[config.mk]
export PLATFORM = sky130hd
export DESIGN_NAME = cfg_chain_loader
export DESIGN_NICKNAME = d
export VERILOG_FILES = /design/src/rtl/cfg_chain_loader.sv
export SDC_FILE = /design/constraint.sdc
export NUM_CORES = 1
export LEC_CHECK = 0
export ABC_AREA = 1
export ABC_CLOCK_PERIOD_IN_PS = 1700
export CORE_MARGIN = 10
export CORE_UTILIZATION = 51
export CTS_BUF_LIST = sky130_fd_sc_hd__clkbuf_8
export CTS_CLUSTER_SIZE = 8
export DETAILED_ROUTE_END_ITERATION = 10
export GPL_ROUTABILITY_DRIVEN = 0
export PLACE_DENSITY = 0.87
export SYNTH_ARGS = -nofsm -noshare
export SYNTH_HDL_FRONTEND = slang
export SYNTH_SLANG_ARGS = --single-unit
[constraint.sdc]
create_clock -name clk -period 1.7 [get_ports clk]
set_input_delay 0.17 -clock clk [delete_from_list [all_inputs] [get_ports clk]]
set_output_delay 0.17 -clock clk [all_outputs]
set_load 0.005 [all_outputs]
[src/rtl/cfg_chain_loader.sv]
// Serial loader that drives CHAIN_LEN bits, LSB first, into the PE config chain, with an optional chain clear first.
// Latency: done = (clear ? RST_CYCLES : 0) + fetch cycles + 2*CHAIN_LEN + 1 cycles after start; every output is a flop.
// Backpressure: s_ready only in FETCH; with no word offered the loader stalls indefinitely with config_clk held low.
module cfg_chain_loader #(
    parameter int WORD_W     = 32,
    parameter int CHAIN_LEN  = 1024,
    parameter int RST_CYCLES = 4
) (
    input  logic              clk,
    input  logic              reset,
    input  logic              start,
    input  logic              clear_first,
    input  logic [WORD_W-1:0] s_data,
    input  logic              s_valid,
    output logic              s_ready,
    output logic              config_clk,
    output logic              config_reset,
    output logic              config_in,
    output logic              busy,
    output logic              done
);

    localparam int IDX_W = (WORD_W > 1) ? $clog2(WORD_W) : 1;
    localparam int BIT_W = $clog2(CHAIN_LEN + 1);
    localparam int RC_W  = (RST_CYCLES > 1) ? $clog2(RST_CYCLES) : 1;

    localparam logic [IDX_W-1:0] IDX_LAST = IDX_W'(WORD_W - 1);
    localparam logic [BIT_W-1:0] BIT_LAST = BIT_W'(CHAIN_LEN);
    localparam logic [RC_W-1:0]  RC_LOAD  = RC_W'(RST_CYCLES - 1);

    localparam logic [2:0] ST_IDLE  = 3'd0;
    localparam logic [2:0] ST_CLR   = 3'd1;
    localparam logic [2:0] ST_FETCH = 3'd2;
    localparam logic [2:0] ST_SETUP = 3'd3;
    localparam logic [2:0] ST_HIGH  = 3'd4;
    localparam logic [2:0] ST_DONE  = 3'd5;

    logic [1:0]        rst_sync;
    logic              rst_ok;
    logic [2:0]        state, state_n;
    logic [RC_W-1:0]   rcnt, rcnt_n;
    logic [WORD_W-1:0] word, word_n;
    logic [IDX_W-1:0]  idx, idx_n;
    logic [BIT_W-1:0]  bits, bits_n, bits_inc;
    logic              cin_n;

    // Release of reset is synchronised so the FSM leaves IDLE no earlier than the 3rd edge.
    always_ff @(posedge clk or negedge reset) begin
        if (!reset) rst_sync <= 2'b00;
        else        rst_sync <= {rst_sync[0], 1'b1};
    end
    assign rst_ok   = rst_sync[1];
    assign bits_inc = bits + BIT_W'(1);

    always_comb begin
        state_n = state;
        rcnt_n  = rcnt;
        word_n  = word;
        idx_n   = idx;
        bits_n  = bits;
        case (state)
            ST_IDLE: begin
                bits_n = '0;
                if (rst_ok && start) begin
                    if (clear_first) begin
                        state_n = ST_CLR;
                        rcnt_n  = RC_LOAD;
                    end else begin
                        state_n = ST_FETCH;
                    end
                end
            end
            ST_CLR: begin
                if (rcnt == '0) state_n = ST_FETCH;
                else            rcnt_n  = rcnt - RC_W'(1);
            end
            ST_FETCH: begin
                if (s_valid && s_ready) begin
                    word_n  = s_data;
                    idx_n   = '0;
                    state_n = ST_SETUP;
                end
            end
            ST_SETUP: state_n = ST_HIGH;
            ST_HIGH: begin
                bits_n = bits_inc;
                if (bits_inc == BIT_LAST) begin
                    state_n = ST_DONE;
                end else if (idx == IDX_LAST) begin
                    state_n = ST_FETCH;
                end else begin
                    idx_n   = idx + IDX_W'(1);
                    word_n  = word >> 1;
                    state_n = ST_SETUP;
                end
            end
            ST_DONE: state_n = ST_IDLE;
            default: state_n = ST_IDLE;
        endcase

        // Data is presented in SETUP and held through HIGH so it is stable at the chain's rising edge.
        cin_n = config_in;
        if (state_n == ST_SETUP)     cin_n = word_n[0];
        else if (state_n == ST_IDLE) cin_n = 1'b0;
    end

    always_ff @(posedge clk or negedge reset) begin
        if (!reset) begin
            state        <= ST_IDLE;
            rcnt         <= '0;
            word         <= '0;
            idx          <= '0;
            bits         <= '0;
            s_ready      <= 1'b0;
            config_clk   <= 1'b0;
            config_reset <= 1'b0;
            config_in    <= 1'b0;
            busy         <= 1'b0;
            done         <= 1'b0;
        end else begin
            state        <= state_n;
            rcnt         <= rcnt_n;
            word         <= word_n;
            idx          <= idx_n;
            bits         <= bits_n;
            s_ready      <= (state_n == ST_FETCH);
            config_clk   <= (state_n == ST_HIGH);
            config_reset <= (state_n == ST_CLR);
            config_in    <= cin_n;
            busy         <= (state_n != ST_IDLE);
            done         <= (state_n == ST_DONE);
        end
    end

endmodule

==> metrics, run 1 <==
status complete, but fails checks; failing checks setup timing; GRT Util Overall between 10% and 20%; worst hold slack around 0.34 ns; worst endpoint data arrival time 2.26 ns; diode count 0; GRT Residual Overflow 0; Vias/cell between 5 and 6; crit end category register; Final Cell Area between 4000 and 5000 µm²; slowest cell on the critical path dfrtp_1; part of the Yosys area used for sequential elements approximately 49%; CP Launch Type register; ys flop type dfrtp_1; Netlist cell types 32; max incr delay on CP between 0.4 and 0.5 ns; CTS tree yes; initial antenna violation count 0; min cycle time layout between 2 and 2.5 ns; Die X 98 µm; area of the multi-input gates approximately 1500 µm²; sequential cell area between 1500 and 2000 µm²; CP Cell Sequence ha_4 -> nand2_4 -> nor2_4 -> buf_4 -> nand4_1 -> nand2_1 -> nor2_4 -> nand3_2 -> nand2_2 -> nand2_4 -> nand2_8 -> clkbuf_16 -> nand2_1 -> nand3_1; total wire length 8.854 mm; largest net degree at the start of global routing between 60 and 70; RR Startpoint bits[1]; endpoints failing setup 41; max_cap viols 0; final clock skew approximately 0.011 ns; I/O Buffers between 40 and 50; Syn Std Cell Area 3103 µm²; Residual DRC 0; R2R Setup Slk -0.32 ns; Detail Placement HPWL 5.670 mm; synth warn 0; die height 98 µm; maximum VDD drop 736.5 µV; Final Max Tran Viols 0; CTS Sinks 61; period utilization 119.0%; first-pass GRT wire length roughly 14 mm; maximum buffer depth of the clock tree 2; row count 28; syn_nets 429; io pins 43; H-tree levels 3; Worst EP required 1.93 ns; Synth async-reset ratio 100.0%; Post-synth top cells 120 x nand2_1, 81 x nand3_1, 61 x dfrtp_1, 27 x inv_1, 17 x nor2_1; r2r worst-path depth 14; crit path kind register to register; DR iter-0 viols ~210; Fin. Hold Viols 0; Seq cells post-synth 61; routed vias slightly above 3000; CTS clk-pin slew, worst paths about 0.08 ns; Post-Syn Instances between 300 and 400; number of global-route vias before repair between 3000 and 4000; WL/cell around 16 µm; root buffer cell clkbuf_8; crit path max fanout 11; leakage 2.026 nW; RSZ-0062 raised after global routing true; Worst Hold Class primary input to asynchronous set/reset pin; EDFF count, synth 0; core box area ~5900 µm²; layout cells sized above 1 between 20 and 25%; die area 9604 µm²; syn avg cell area 7.997 µm²; PD cells 1258 nW/µm²; Routed Antenna Nets 0; drt first pass iters 6; most frequent cell after synthesis nand2_1; worst r2r dst word[23]; Initial Util approximately 52%; area of placed instances 3841 µm²; # fillers between 400 and 500; TritonCTS Buffers 9; Synth top area share about half; Area contributors post-synth dfrtp_1 49%, nand2_1 15%, nand3_1 13%, inv_1 3.3%, nor2_1 2.1%; nets@finish 516; Layout area overhead 37.58%; fin worst setup slack -0.3236 ns; Clk Latency, worst-skew pair 0.36 ns; Max Clk Rate around 490 MHz; cell taking the most area after synthesis dfrtp_1
## kinds of logic (layout without fill, tap and decap cells)
group	Yosys count	after routing	share of synthesized area, %
compound gates	26	26	5.041
xor+xnor	1	1	0.2823
fa+ha+maj	4	4	1.613
buf+inv	47	139	6.774
flops	61	61	49.19
mux	1	1	0.3226
other cells	1	1	0.1209
simple gates	247	247	36.65
## worst max path at each step
| stage | from | end | slack [ns] | depth (start not counted) |
|---|---|---|---|---|
| 2_1_floorplan | bits[1] | word[20] | -0.15 | 16 |
| 3_3_place_gp | start | word[20] | -0.12 | 9 |
| 3_5_place_dp | bits[1] | word[23] | -0.21 | 15 |
| 4_1_cts | bits[1] | word[10] | -0.20 | 14 |
| 5_1_grt | bits[1] | word[23] | -0.42 | 15 |
| 6_report | bits[1] | word[23] | -0.32 | 14 |
## worst max-delay path: cells and delay by family (launching register included)
kind                     cells  cell delay [ns]
AND/OR/NAND/NOR             11             1.00
flip-flops                   1             0.41
buffers and inverters        2             0.31
adder cells (fa/ha/maj)      1             0.18
## cell usage in the layout (no fill, tap or decap), types with 2 or more instances in the layout
| master | Yosys | routed |
|---|---|---|
| clkinv_2 | 0 | 2 |
| nand2_2 | 5 | 13 |
| dfrtp_1 | 61 | 60 |
| nor2_2 | 5 | 10 |
| buf_6 | 1 | 3 |
| nor2_1 | 17 | 10 |
| nor2_4 | 4 | 6 |
| nand3_1 | 81 | 77 |
| nand2_4 | 2 | 2 |
| o21ai_1 | 4 | 4 |
| buf_4 | 0 | 40 |
| a21oi_1 | 4 | 4 |
| nand3_2 | 3 | 6 |
| nand4_1 | 3 | 3 |
| o21bai_1 | 2 | 2 |
| nand2_1 | 120 | 111 |
| nor3_1 | 5 | 3 |
| o21ai_0 | 6 | 6 |
| clkdlybuf4s50_1 | 0 | 41 |
| inv_1 | 27 | 28 |
| buf_12 | 0 | 3 |
| clkbuf_8 | 0 | 12 |
| inv_2 | 6 | 6 |
| o22ai_1 | 6 | 5 |
| nor3_2 | 0 | 2 |
| ha_2 | 0 | 2 |
## stage by stage
stage / util, % / setup WS [ns] / setup TNS, ns / instances / power, mW
floorplan: - / -0.1496 / -4.455 / 388 / 3.215
global placement: 64.88 / -0.1226 / -3.814 / 528 / 3.792
detailed placement: 64.88 / -0.2135 / -7.090 / 528 / 3.918
CTS: 69.65 / -0.1951 / -6.384 / 548 / 5.173
global route: 72.10 / -0.4246 / -14.42 / 555 / 5.698
finish: 72.10 / -0.3236 / -9.573 / 555 / 5.372
## power breakdown
part	internal, mW	leakage, nW	switching, mW
Clock	0.641	0.104	0.598
Sequential	1.93	0.794	0.322
Combinational	0.842	1.13	1.04
## final cells by class
class | count | area share, %
Inverter | 33 | 2.902
Multi-Input combinational cell | 280 | 34.94
Timing Repair Buffer | 90 | 19.78
Tap cell | 75 | 2.198
Sequential cell | 61 | 35.79
Clock inverter | 4 | 0.5276
Clock buffer | 12 | 3.869
## registers in the layout (all words and copies together), names as in the netlist
register	count
word	32
rst_sync	2
done	1
s_ready	1
config_in	1
bits	11
busy	1
state	3
rcnt	2
config_reset	1
config_clk	1
idx	5
## timing repair
action / 4_1_cts / 5_1_grt
hold buffers: 1 / 0
gates resized for setup: 13 / 21
hold endpoints to repair: 61 / 0
gates cloned: 0 / 1
setup endpoints to repair: 40 / 44
pin swaps: 2 / 6
setup buffers: 3 / 6
## metal layers
metal  part of all wire (%)  GRT usage [%]
met4                    3.1          7.047
met5                      0              0
met1                     40          19.19
met3                    6.9          5.497
met2                     50          29.44
(Power assumes the default switching activity.)
==> inputs of run 2 (changes only) <==
CAP_MARGIN = 20   (was default)
==> results of run 2 <==
Same layout as run 1: the final DEF is identical, and so are final timing and power.
